==> src/rtl/wasm_pkg.sv <==
// Shared definitions for the WASM stack core: opcodes, FSM states, fault codes
// and the per-opcode stack effect table.
// Optional feature macro: WASM_MUL_EN (decodes 0x6C mul as a binary op).
package wasm_pkg;

    localparam logic [7:0] OpUnreachable = 8'h00;
    localparam logic [7:0] OpNop         = 8'h01;
    localparam logic [7:0] OpEnd         = 8'h0B;
    localparam logic [7:0] OpDrop        = 8'h1A;
    localparam logic [7:0] OpConst       = 8'h41;
    localparam logic [7:0] OpEqz         = 8'h45;
    localparam logic [7:0] OpEq          = 8'h46;
    localparam logic [7:0] OpLtU         = 8'h49;
    localparam logic [7:0] OpAdd         = 8'h6A;
    localparam logic [7:0] OpSub         = 8'h6B;
    localparam logic [7:0] OpMul         = 8'h6C;
    localparam logic [7:0] OpAnd         = 8'h71;
    localparam logic [7:0] OpOr          = 8'h72;
    localparam logic [7:0] OpXor         = 8'h73;

    localparam logic [2:0] FaultEnd       = 3'd0;
    localparam logic [2:0] FaultOverflow  = 3'd1;
    localparam logic [2:0] FaultUnderflow = 3'd2;
    localparam logic [2:0] FaultIllegal   = 3'd3;
    localparam logic [2:0] FaultLebLong   = 3'd4;
    localparam logic [2:0] FaultTrap      = 3'd5;

    typedef enum logic [2:0] {StIdle, StFetch, StImm, StExec, StHalt} state_e;

    typedef struct packed {
        logic       legal;
        logic [1:0] pops;
        logic [1:0] pushes;
    } op_info_t;

    // Stack effect of each opcode; legal=0 marks opcodes outside the supported set.
    function automatic op_info_t op_info(input logic [7:0] op);
        op_info_t info;
        info.legal  = 1'b1;
        info.pops   = 2'd0;
        info.pushes = 2'd0;
        case (op)
            OpUnreachable, OpNop, OpEnd: begin end
            OpDrop:  info.pops = 2'd1;
            OpConst: info.pushes = 2'd1;
            OpEqz: begin
                info.pops   = 2'd1;
                info.pushes = 2'd1;
            end
            OpEq, OpLtU, OpAdd, OpSub, OpAnd, OpOr, OpXor: begin
                info.pops   = 2'd2;
                info.pushes = 2'd1;
            end
`ifdef WASM_MUL_EN
            OpMul: begin
                info.pops   = 2'd2;
                info.pushes = 2'd1;
            end
`endif
            default: info.legal = 1'b0;
        endcase
        return info;
    endfunction

endpackage

==> src/rtl/wasm_leb_decoder.sv <==
// Signed LEB128 immediate decoder. Accumulates 7-bit groups per valid byte,
// flags the final byte (done) or an over-long encoding (error), and holds the
// sign-extended, DATA_W-truncated value after done.
module wasm_leb_decoder #(
    parameter int unsigned DATA_W  = 32,
    parameter int unsigned MAX_LEB = 5
) (
    input  logic              clk,
    input  logic              rst_n,
    input  logic              clear,
    input  logic              valid,
    input  logic [7:0]        byte_in,
    output logic              done,
    output logic              error,
    output logic [DATA_W-1:0] value
);

    localparam int unsigned AccW = (7 * MAX_LEB > DATA_W) ? 7 * MAX_LEB : DATA_W;
    localparam int unsigned CntW = $clog2(MAX_LEB + 1);

    logic [AccW-1:0]   acc_q, acc_d, acc_sum, low_mask;
    logic [CntW-1:0]   cnt_q, cnt_d;
    logic [DATA_W-1:0] value_q, value_d;
    logic              last_slot;

    // Accumulate payload groups; finalise with sign extension on the terminating byte.
    always_comb begin
        acc_sum   = acc_q | (AccW'(byte_in[6:0]) << (7 * cnt_q));
        // Bits below the final group; a shift of AccW yields 0 and so an all-ones mask.
        low_mask  = (AccW'(1) << (7 * (cnt_q + 1))) - AccW'(1);
        last_slot = (32'(cnt_q) == MAX_LEB - 1);
        done      = valid && !byte_in[7];
        error     = valid && byte_in[7] && last_slot;
        acc_d     = acc_q;
        cnt_d     = cnt_q;
        value_d   = value_q;
        if (clear) begin
            acc_d = '0;
            cnt_d = '0;
        end else if (valid) begin
            if (byte_in[7]) begin
                acc_d = acc_sum;
                cnt_d = cnt_q + 1'b1;
            end else begin
                value_d = DATA_W'(byte_in[6] ? (acc_sum | ~low_mask) : acc_sum);
            end
        end
    end

    // Decoder state registers.
    always_ff @(posedge clk or negedge rst_n) begin
        if (!rst_n) begin
            acc_q   <= '0;
            cnt_q   <= '0;
            value_q <= '0;
        end else begin
            acc_q   <= acc_d;
            cnt_q   <= cnt_d;
            value_q <= value_d;
        end
    end

    assign value = value_q;

endmodule

==> src/rtl/wasm_stack_core.sv <==
// Byte-serial WASM interpreter core with an internal operand stack register file.
// Optional feature macro: WASM_MUL_EN (adds the 0x6C mul binary op).
module wasm_stack_core import wasm_pkg::*; #(
    parameter int unsigned DATA_W      = 32,
    parameter int unsigned STACK_DEPTH = 16,
    parameter int unsigned ADDR_W      = 32,
    parameter int unsigned MAX_LEB     = 5
) (
    input  logic                         clk,
    input  logic                         rst_n,
    input  logic                         rom_mapped,
    input  logic [ADDR_W-1:0]            first_instruction,
    output logic [ADDR_W-1:0]            addr,
    output logic                         memory_read_en,
    input  logic [7:0]                   data_out,
    input  logic                         memory_ready,
    output logic                         halted,
    output logic [2:0]                   fault,
    output logic [DATA_W-1:0]            tos,
    output logic [$clog2(STACK_DEPTH):0] depth
);

    localparam int unsigned DepW = $clog2(STACK_DEPTH) + 1;
    localparam int unsigned IdxW = $clog2(STACK_DEPTH);

    state_e            state_q, state_d;
    logic [ADDR_W-1:0] pc_q, pc_d;
    logic              rd_en_q, rd_en_d;
    logic              need_low_q, need_low_d;
    logic [7:0]        opcode_q, opcode_d;
    logic [2:0]        fault_q, fault_d;
    logic [DepW-1:0]   depth_q, depth_d;
    logic [DATA_W-1:0] stack_q [STACK_DEPTH];

    logic              wr_en;
    logic [IdxW-1:0]   wr_idx;
    logic [DATA_W-1:0] wr_data, op_a, op_b, result;
    logic [DepW:0]     depth_after;
    logic              xfer, req_ok;
    logic              leb_clear, leb_valid, leb_done, leb_error;
    logic [DATA_W-1:0] leb_value;
    op_info_t          info;

    wasm_leb_decoder #(
        .DATA_W  (DATA_W),
        .MAX_LEB (MAX_LEB)
    ) u_leb (
        .clk     (clk),
        .rst_n   (rst_n),
        .clear   (leb_clear),
        .valid   (leb_valid),
        .byte_in (data_out),
        .done    (leb_done),
        .error   (leb_error),
        .value   (leb_value)
    );

    // Operands, stack effect and ALU result for the instruction in EXEC.
    always_comb begin
        info        = op_info((state_q == StExec) ? opcode_q : data_out);
        op_b        = stack_q[IdxW'(depth_q - DepW'(1))];
        op_a        = stack_q[IdxW'(depth_q - DepW'(2))];
        depth_after = (DepW + 1)'(depth_q) - (DepW + 1)'(info.pops) + (DepW + 1)'(info.pushes);
        case (opcode_q)
            OpConst: result = leb_value;
            OpEqz:   result = DATA_W'(op_b == '0);
            OpEq:    result = DATA_W'(op_a == op_b);
            OpLtU:   result = DATA_W'(op_a < op_b);
            OpAdd:   result = op_a + op_b;
            OpSub:   result = op_a - op_b;
            OpAnd:   result = op_a & op_b;
            OpOr:    result = op_a | op_b;
            OpXor:   result = op_a ^ op_b;
`ifdef WASM_MUL_EN
            OpMul:   result = op_a * op_b;
`endif
            default: result = '0;
        endcase
    end

    // Next-state logic: fetch handshake, immediate decode, bounds-checked execute.
    always_comb begin
        state_d    = state_q;
        pc_d       = pc_q;
        opcode_d   = opcode_q;
        fault_d    = fault_q;
        depth_d    = depth_q;
        rd_en_d    = 1'b0;
        xfer       = rd_en_q && memory_ready;
        // A new request waits until ready has been seen low after the last transfer.
        req_ok     = !need_low_q || !memory_ready;
        need_low_d = need_low_q && memory_ready;
        leb_clear  = (state_q == StFetch);
        leb_valid  = (state_q == StImm) && xfer;
        wr_en      = 1'b0;
        wr_idx     = IdxW'(depth_after - (DepW + 1)'(1));
        wr_data    = result;

        if (state_q == StFetch || state_q == StImm) begin
            if (xfer) begin
                need_low_d = 1'b1;
                pc_d       = pc_q + 1'b1;
            end else begin
                rd_en_d = rd_en_q || req_ok;
            end
        end

        case (state_q)
            StIdle: begin
                if (rom_mapped) begin
                    pc_d    = first_instruction;
                    state_d = StFetch;
                end
            end
            StFetch: begin
                if (xfer) begin
                    opcode_d = data_out;
                    if (!info.legal) begin
                        fault_d = FaultIllegal;
                        state_d = StHalt;
                    end else if (data_out == OpConst) begin
                        state_d = StImm;
                    end else begin
                        state_d = StExec;
                    end
                end
            end
            StImm: begin
                if (leb_error) begin
                    fault_d = FaultLebLong;
                    state_d = StHalt;
                end else if (leb_done) begin
                    state_d = StExec;
                end
            end
            StExec: begin
                state_d = StFetch;
                if (DepW'(info.pops) > depth_q) begin
                    fault_d = FaultUnderflow;
                    state_d = StHalt;
                end else if (depth_after > (DepW + 1)'(STACK_DEPTH)) begin
                    fault_d = FaultOverflow;
                    state_d = StHalt;
                end else begin
                    depth_d = DepW'(depth_after);
                    wr_en   = (info.pushes != 2'd0);
                    if (opcode_q == OpEnd) begin
                        fault_d = FaultEnd;
                        state_d = StHalt;
                    end else if (opcode_q == OpUnreachable) begin
                        fault_d = FaultTrap;
                        state_d = StHalt;
                    end
                end
            end
            default: state_d = StHalt;
        endcase
    end

    // Control state; reset drops the fetch request asynchronously.
    always_ff @(posedge clk or negedge rst_n) begin
        if (!rst_n) begin
            state_q    <= StIdle;
            pc_q       <= '0;
            rd_en_q    <= 1'b0;
            need_low_q <= 1'b0;
            opcode_q   <= 8'h00;
            fault_q    <= FaultEnd;
            depth_q    <= '0;
        end else begin
            state_q    <= state_d;
            pc_q       <= pc_d;
            rd_en_q    <= rd_en_d;
            need_low_q <= need_low_d;
            opcode_q   <= opcode_d;
            fault_q    <= fault_d;
            depth_q    <= depth_d;
        end
    end

    // Operand stack storage; contents need no reset.
    always_ff @(posedge clk) begin
        if (wr_en) begin
            stack_q[wr_idx] <= wr_data;
        end
    end

    assign addr           = pc_q;
    assign memory_read_en = rd_en_q;
    assign halted         = (state_q == StHalt);
    assign fault          = fault_q;
    assign depth          = depth_q;
    assign tos            = (depth_q == '0) ? '0 : op_b;

endmodule

==> config.mk <==
export PLATFORM = sky130hd
export DESIGN_NAME = wasm_stack_core
export DESIGN_NICKNAME = d
export VERILOG_FILES = /design/src/rtl/wasm_pkg.sv /design/src/rtl/wasm_leb_decoder.sv /design/src/rtl/wasm_stack_core.sv
export SDC_FILE = /design/constraint.sdc
export NUM_CORES = 1
export LEC_CHECK = 0
export ABC_AREA = 1
export BUFFER_PORTS_ARGS = -buffer_cell sky130_fd_sc_hd__clkbuf_2
export CORE_MARGIN = 2
export CORE_UTILIZATION = 30
export CTS_CLUSTER_SIZE = 16
export DETAILED_ROUTE_END_ITERATION = 10
export HOLD_SLACK_MARGIN = 0.05
export SLEW_MARGIN = 20
export SYNTH_ARGS = -nofsm -noshare
export SYNTH_HDL_FRONTEND = slang
export SYNTH_SLANG_ARGS = --single-unit
==> constraint.sdc <==
create_clock -name clk -period 8.8 [get_ports clk]
set_input_delay 2.2 -clock clk [delete_from_list [all_inputs] [get_ports clk]]
set_output_delay 2.2 -clock clk [all_outputs]
set_load 0.05 [all_outputs]
==> impl_metrics.ini, run 1 <==
[detailed_routing]
num_vias = 35205
route.detailed.drc = 0
post_drt_wl_per_cell_um = 21.9
wirelength_mm = 141
drt_iter0_markers = 4342
drtPass1Iterations = 6
ant_nets = 0
vias_per_cell = 5.47

[placed_design]
placed_cell_area_mm2 = 0.0411
io_buffers = 117
routabilityCongestion = 0.977
dp.final_hpwl_mm = 96.6

[final_layout]
nets = 4887
drive_gt1_share_pct = 8.61
synthToLayoutAreaGrowth_pct = 12.5
layout_common_cells = nand2_1 (767), inv_1 (611), a21oi_1 (541)
n_antenna_cell = 0
final_cell_area_mm2 = 0.0436
layout_commonest_cell = nand2_1

[clock_network]
clk_latency_ns = 0.68
cts_made_buffers = 74
cts_sinks = 632
clk_path_buf_depth = 3
htree_levels = 3
postCtsHoldBufs = 0
clk_pin_slew_ns = 0.05
cts-root-buf = clkbuf_16
cts_tree = yes
cts_setup_buffers = 0
ctsResizeCount = 0

[yosys]
synth.distinct_cells = 59
ys_seq_area_share_pct = 47.4
yosys-top-cells-area = edfxtp_1 (40%), dfrtp_1 (7.7%), nand2_1 (7.4%)
ys_seq_elements = 632
yosysWarnings = 0
syn_nets = 4895
synth_top_cell_by_area = edfxtp_1
synth_ff_type = edfxtp_1
yosys.area.top_type_share_pct = 39.6
synth_cells = 4723
synthesis.area_mm2 = 0.0388
avgSynthCellArea_um2 = 8.21
synth_edf_count = 512
async_reset_ff_share_pct = 19.0

[worst_setup_path]
critical_path_class = flip-flop to output pin
required_ns = 6.60
critPathLaunchType = flip-flop
crit_fanout = 255
cp-end-kind = output pin
crit_arrival_ns = 5.43

[floorplanning]
row_count = 131
start_util_pct = 30.3
die_w_um = 364
design.core.area_mm2 = 0.128
dieArea_mm2 = 0.132
io_pins = 118
die_y_um = 364

[timing]
hold_violations = 0
setup_viol = 0
slew_viol_final = 0
period_needed_ns = 7.63
rsz0062_at_grt = no
tightest_slew_ns = 1.05
slew_headroom_pct = 30.1
skew_ns = 0.0319
max_freq_ghz = 0.131
setup_tns_ns = 0
fin_crit_sh_pct = 86.7

[global_routing]
grt_pass1_vias = 32730
grt_max_degree = 256
antenna_found_initial = 4
grt_pass1_wl_mm = 209
grtUsageTotal_pct = 20.9
grt-ovfl-total = 0

[flow_run]
maxCapViolations = 0

[pwr]
power_switching_mw = 1.40
swShare_pct = 21.5
p_seq_share_pct = 49.1
intPower_mw = 5.11
combPwrFrac_pct = 0.9
ir_drop_uv = 164
power_leakage_nw = 18.3
cellPowerDensity_mw_per_mm2 = 149
pwr-share-clk_pct = 50.0

[status]
status = complete, no violations

[hold_path]
hold_class = flip-flop to flip-flop
-- power by group through the flow --
stage          Combinational [mW]  Sequential [mW]  Clock [mW]
2_1_floorplan              0.0212             3.25           0
6_report                   0.0580             3.19        3.25
3_5_place_dp               0.0582             3.25           0
4_1_cts                    0.0585             3.19        3.30
5_1_grt                    0.0652             3.19        3.41
3_3_place_gp               0.0594             3.25           0
-- registers in the layout, indices dropped and copies added (netlist names), 5 cells and up --
register,cells
u_leb.value,32
depth,5
stack_q,512
addr,32
u_leb.acc_q,32
opcode_q,8
-- stage by stage --
stage	util, %	hold slack, ns	power [mW]	setup slack [ns]	std cells
after floorplan	-	0.442	3.28	0.914	4723
after global placement	32.1	0.466	3.31	1.26	6301
after detailed placement	32.1	0.474	3.31	1.33	6301
after CTS	34.1	0.486	6.55	1.28	6438
after global routing	34.1	0.513	6.67	0.838	6438
final	34.1	0.488	6.50	1.17	6438
-- synthesized netlist by cell type (all sizes together) (23+ instances only) --
library cell  instances
a21oi               541
nand4                30
o21ai               549
nand3               336
o211ai              186
nor3                 40
edfxtp              512
o221ai               53
clkbuf              149
o22ai                25
nor2                369
xor2                 23
buf                 129
inv                 633
nand2               781
ha                  122
dfrtp               120
-- metal layers --
layer | up-vias | track usage (%) | share of wire, %
met3 | 260 | 4.24 | 9.8
met5 | - | 0 | 0.026
li1 | 16299 | - | -
met1 | 16897 | 29.2 | 43
met2 | 1743 | 31.9 | 44
met4 | 6 | 7.20 | 3.3
-- kinds of logic (layout without fill, tap and decap cells) --
group / count (synthesis) / after routing / synth area share [%]
buffers and inverters: 915 / 968 / 9.30
xor gates and xnor gates: 31 / 31 / 0.739
DFF: 632 / 632 / 47.4
and+or+nand+nor: 1583 / 1583 / 17.4
adders and majority gates: 128 / 128 / 4.25
AOI/OAI and AO/OA: 1434 / 1434 / 21.0
-- layout make-up --
class                   instances  area (um2)
flip-flops and latches        632       18400
repair buffers                194        1210
well taps                    1662        2080
clock buffers                  89        1950
clock inverters                48         599
fillers                     13272       84200
inverters                     637        2410
multi-input cells            3176       17000
-- worst max-delay path, cell delays in order (launching register included) --
cell and delay [ns]:
dfrtp_4 0.71, inv_8 0.65, buf_12 0.80, buf_4 0.83, nor2_1 0.08, a21oi_1 0.14
o21ai_0 0.09, o211ai_1 0.33, nand2_1 0.36, nor2_1 0.24, clkbuf_2 0.34
-- path summary, 6_finish.rpt --
path                            startpoint         endpoint  slack [ns]  depth (start not counted)
setup / recovery                  depth[0]          tos[13]        1.17                         10
hold / removal             u_leb.acc_q[31]  u_leb.acc_q[31]        0.49                          2
setup reg to reg                  depth[0]  stack_q[15][26]        1.37                         18
hold reg to reg            u_leb.acc_q[31]  u_leb.acc_q[31]        0.49                          2
max in group asynchronous            rst_n         addr[13]        5.99                          2
min in group asynchronous            rst_n   u_leb.value[9]        1.47                          1
(Power assumes the default switching activity.)
==> run 2, diff against run 1 <==
--- a/config.mk
+++ b/config.mk
@@ -11,7 +11,7 @@
 export CORE_UTILIZATION = 30
 export CTS_CLUSTER_SIZE = 16
 export DETAILED_ROUTE_END_ITERATION = 10
-export HOLD_SLACK_MARGIN = 0.05
+export MAX_ROUTING_LAYER = met4
 export SLEW_MARGIN = 20
 export SYNTH_ARGS = -nofsm -noshare
 export SYNTH_HDL_FRONTEND = slang
==> run 2 against run 1 <==
Net effect:
- wire length up 0.99%
- critical endpoint unchanged
- global-route usage up 0.82 points
- die area unchanged
- sequential share of layout area up 0.18 points
- largest power group is now sequential cells
- final cell count about the same
==> impl_metrics.ini, run 2 (synthesis results as in run 1) <==
[floorplanning]
dieArea_mm2 = 0.132
design.core.area_mm2 = 0.128
row_count = 131
io_pins = 118
die_w_um = 364
start_util_pct = 30.3
die_y_um = 364

[detailed_routing]
ant_nets = 0
vias_per_cell = 5.45
post_drt_wl_per_cell_um = 22.1
wirelength_mm = 142
drtPass1Iterations = 6
drt_iter0_markers = 4927
route.detailed.drc = 0
num_vias = 35054

[global_routing]
antenna_found_initial = 3
grt-ovfl-total = 0
grt_pass1_vias = 32510
grt_max_degree = 236
grt_pass1_wl_mm = 211
grtUsageTotal_pct = 21.7

[clock_network]
clk_pin_slew_ns = 0.06
htree_levels = 3
cts_sinks = 632
postCtsHoldBufs = 0
cts_setup_buffers = 0
ctsResizeCount = 0
cts_made_buffers = 72
cts-root-buf = clkbuf_16
cts_tree = yes
clk_latency_ns = 0.67
clk_path_buf_depth = 3

[worst_setup_path]
critPathLaunchType = flip-flop
critPathSlowestCell = dfrtp_4
required_ns = 6.60
critical_path_class = flip-flop to output pin
cp_top_family = buffers and inverters
r2r_start = depth[0]
crit_top_cell = o21ai_0
cp-end-kind = output pin
slowest_delay_ns = 0.96
crit_fanout = 102
crit_chain = inv_8 -> ha_4 -> inv_6 -> buf_4 -> a21oi_1 -> o21ai_0 -> o21ai_0 -> o211ai_1 -> nand2_1 -> nor2_1 -> clkbuf_2
cp_num_buf_inv = 4
crit_arrival_ns = 5.41
cp-startpoint = depth[0]

[final_layout]
largest_reg_flops = 512
nets = 4883
layout_commonest_cell = nand2_1
utilization_pct = 34.0
synthToLayoutAreaGrowth_pct = 12.0
drive_gt1_share_pct = 8.14
layout_common_cells = nand2_1 (767), inv_1 (611), a21oi_1 (541)
regMostFlops = stack_q

[timing]
slew_viol_final = 0
max_freq_ghz = 0.131
tightest_slew_ns = 1.19
skew_ns = 0.0330
period_needed_ns = 7.61
whs_ns = 0.485
setup_tns_ns = 0
slew_headroom_pct = 20.4
hold_violations = 0
rsz0062_at_grt = no
setup_viol = 0
fin_crit_sh_pct = 86.4

[pwr]
ir_drop_uv = 137
finalPower_mw = 6.27
cellPowerDensity_mw_per_mm2 = 144
power_leakage_nw = 18.2

[placed_design]
dp.final_hpwl_mm = 97.4
routabilityCongestion = 0.980
io_buffers = 117

[hold_path]
hold_class = flip-flop to flip-flop
min_from = u_leb.acc_q[31]

[status]
status = complete, no violations

[flow_run]
maxCapViolations = 0
## run 2: power by group
group | internal [mW] | switching (mW)
clock | 1.72 | 1.30
combinational | 0.0156 | 0.0428
sequential | 3.19 | 0
## run 2: metrics by stage
| step | cell area [um2] | std cells | setup WS, ns |
|---|---|---|---|
| final | 43400 | 6432 | 1.19 |
| after global routing | 43400 | 6431 | 1.05 |
| after CTS | 43400 | 6430 | 1.38 |
| after detailed placement | 41100 | 6299 | 1.23 |
| after global placement | 41100 | 6299 | 1.27 |
| after floorplan | 38800 | 4723 | 0.914 |
## run 2: per-layer routing
metal  track usage [%]  vias to the layer above  share of wire (%)
met4              6.95                        0                3.3
met3              3.32                      258                9.0
met5                 -                        -                  0
met2              32.5                     1728                 44
met1              29.9                    16791                 44
li1                  -                    16277                  -
## run 2: path summary, 6_finish.rpt
| kind | end | slack (ns) | cells past startpoint |
|---|---|---|---|
| min reg2reg | u_leb.acc_q[31] | 0.48 | 2 |
| max in group asynchronous | depth[1] | 6.12 | 2 |
| min | u_leb.acc_q[31] | 0.48 | 2 |
| max | tos[13] | 1.19 | 11 |
| max reg2reg | stack_q[10][27] | 1.50 | 19 |
| min in group asynchronous | u_leb.value[24] | 1.46 | 1 |
## run 2: layout make-up
class | instances | area, um2
fill | 13291 | 84400
clock inverter | 40 | 434
inverter | 637 | 2410
sequential | 632 | 18400
tap | 1662 | 2080
multi-input combinational | 3176 | 17000
timing repair buffer | 192 | 1240
clock buffer | 91 | 1890
antenna | 2 | 5.00
## run 2: worst register-to-register path, delay by kind of cell, from the launching register on
kind                     cells  cell delay, ns
AO/OA/AOI/OAI                7            1.65
adder cells (fa/ha/maj)      2            0.77
buffers and inverters        4            1.83
flip-flops                   1            0.96
AND/OR/NAND/NOR              6            1.54
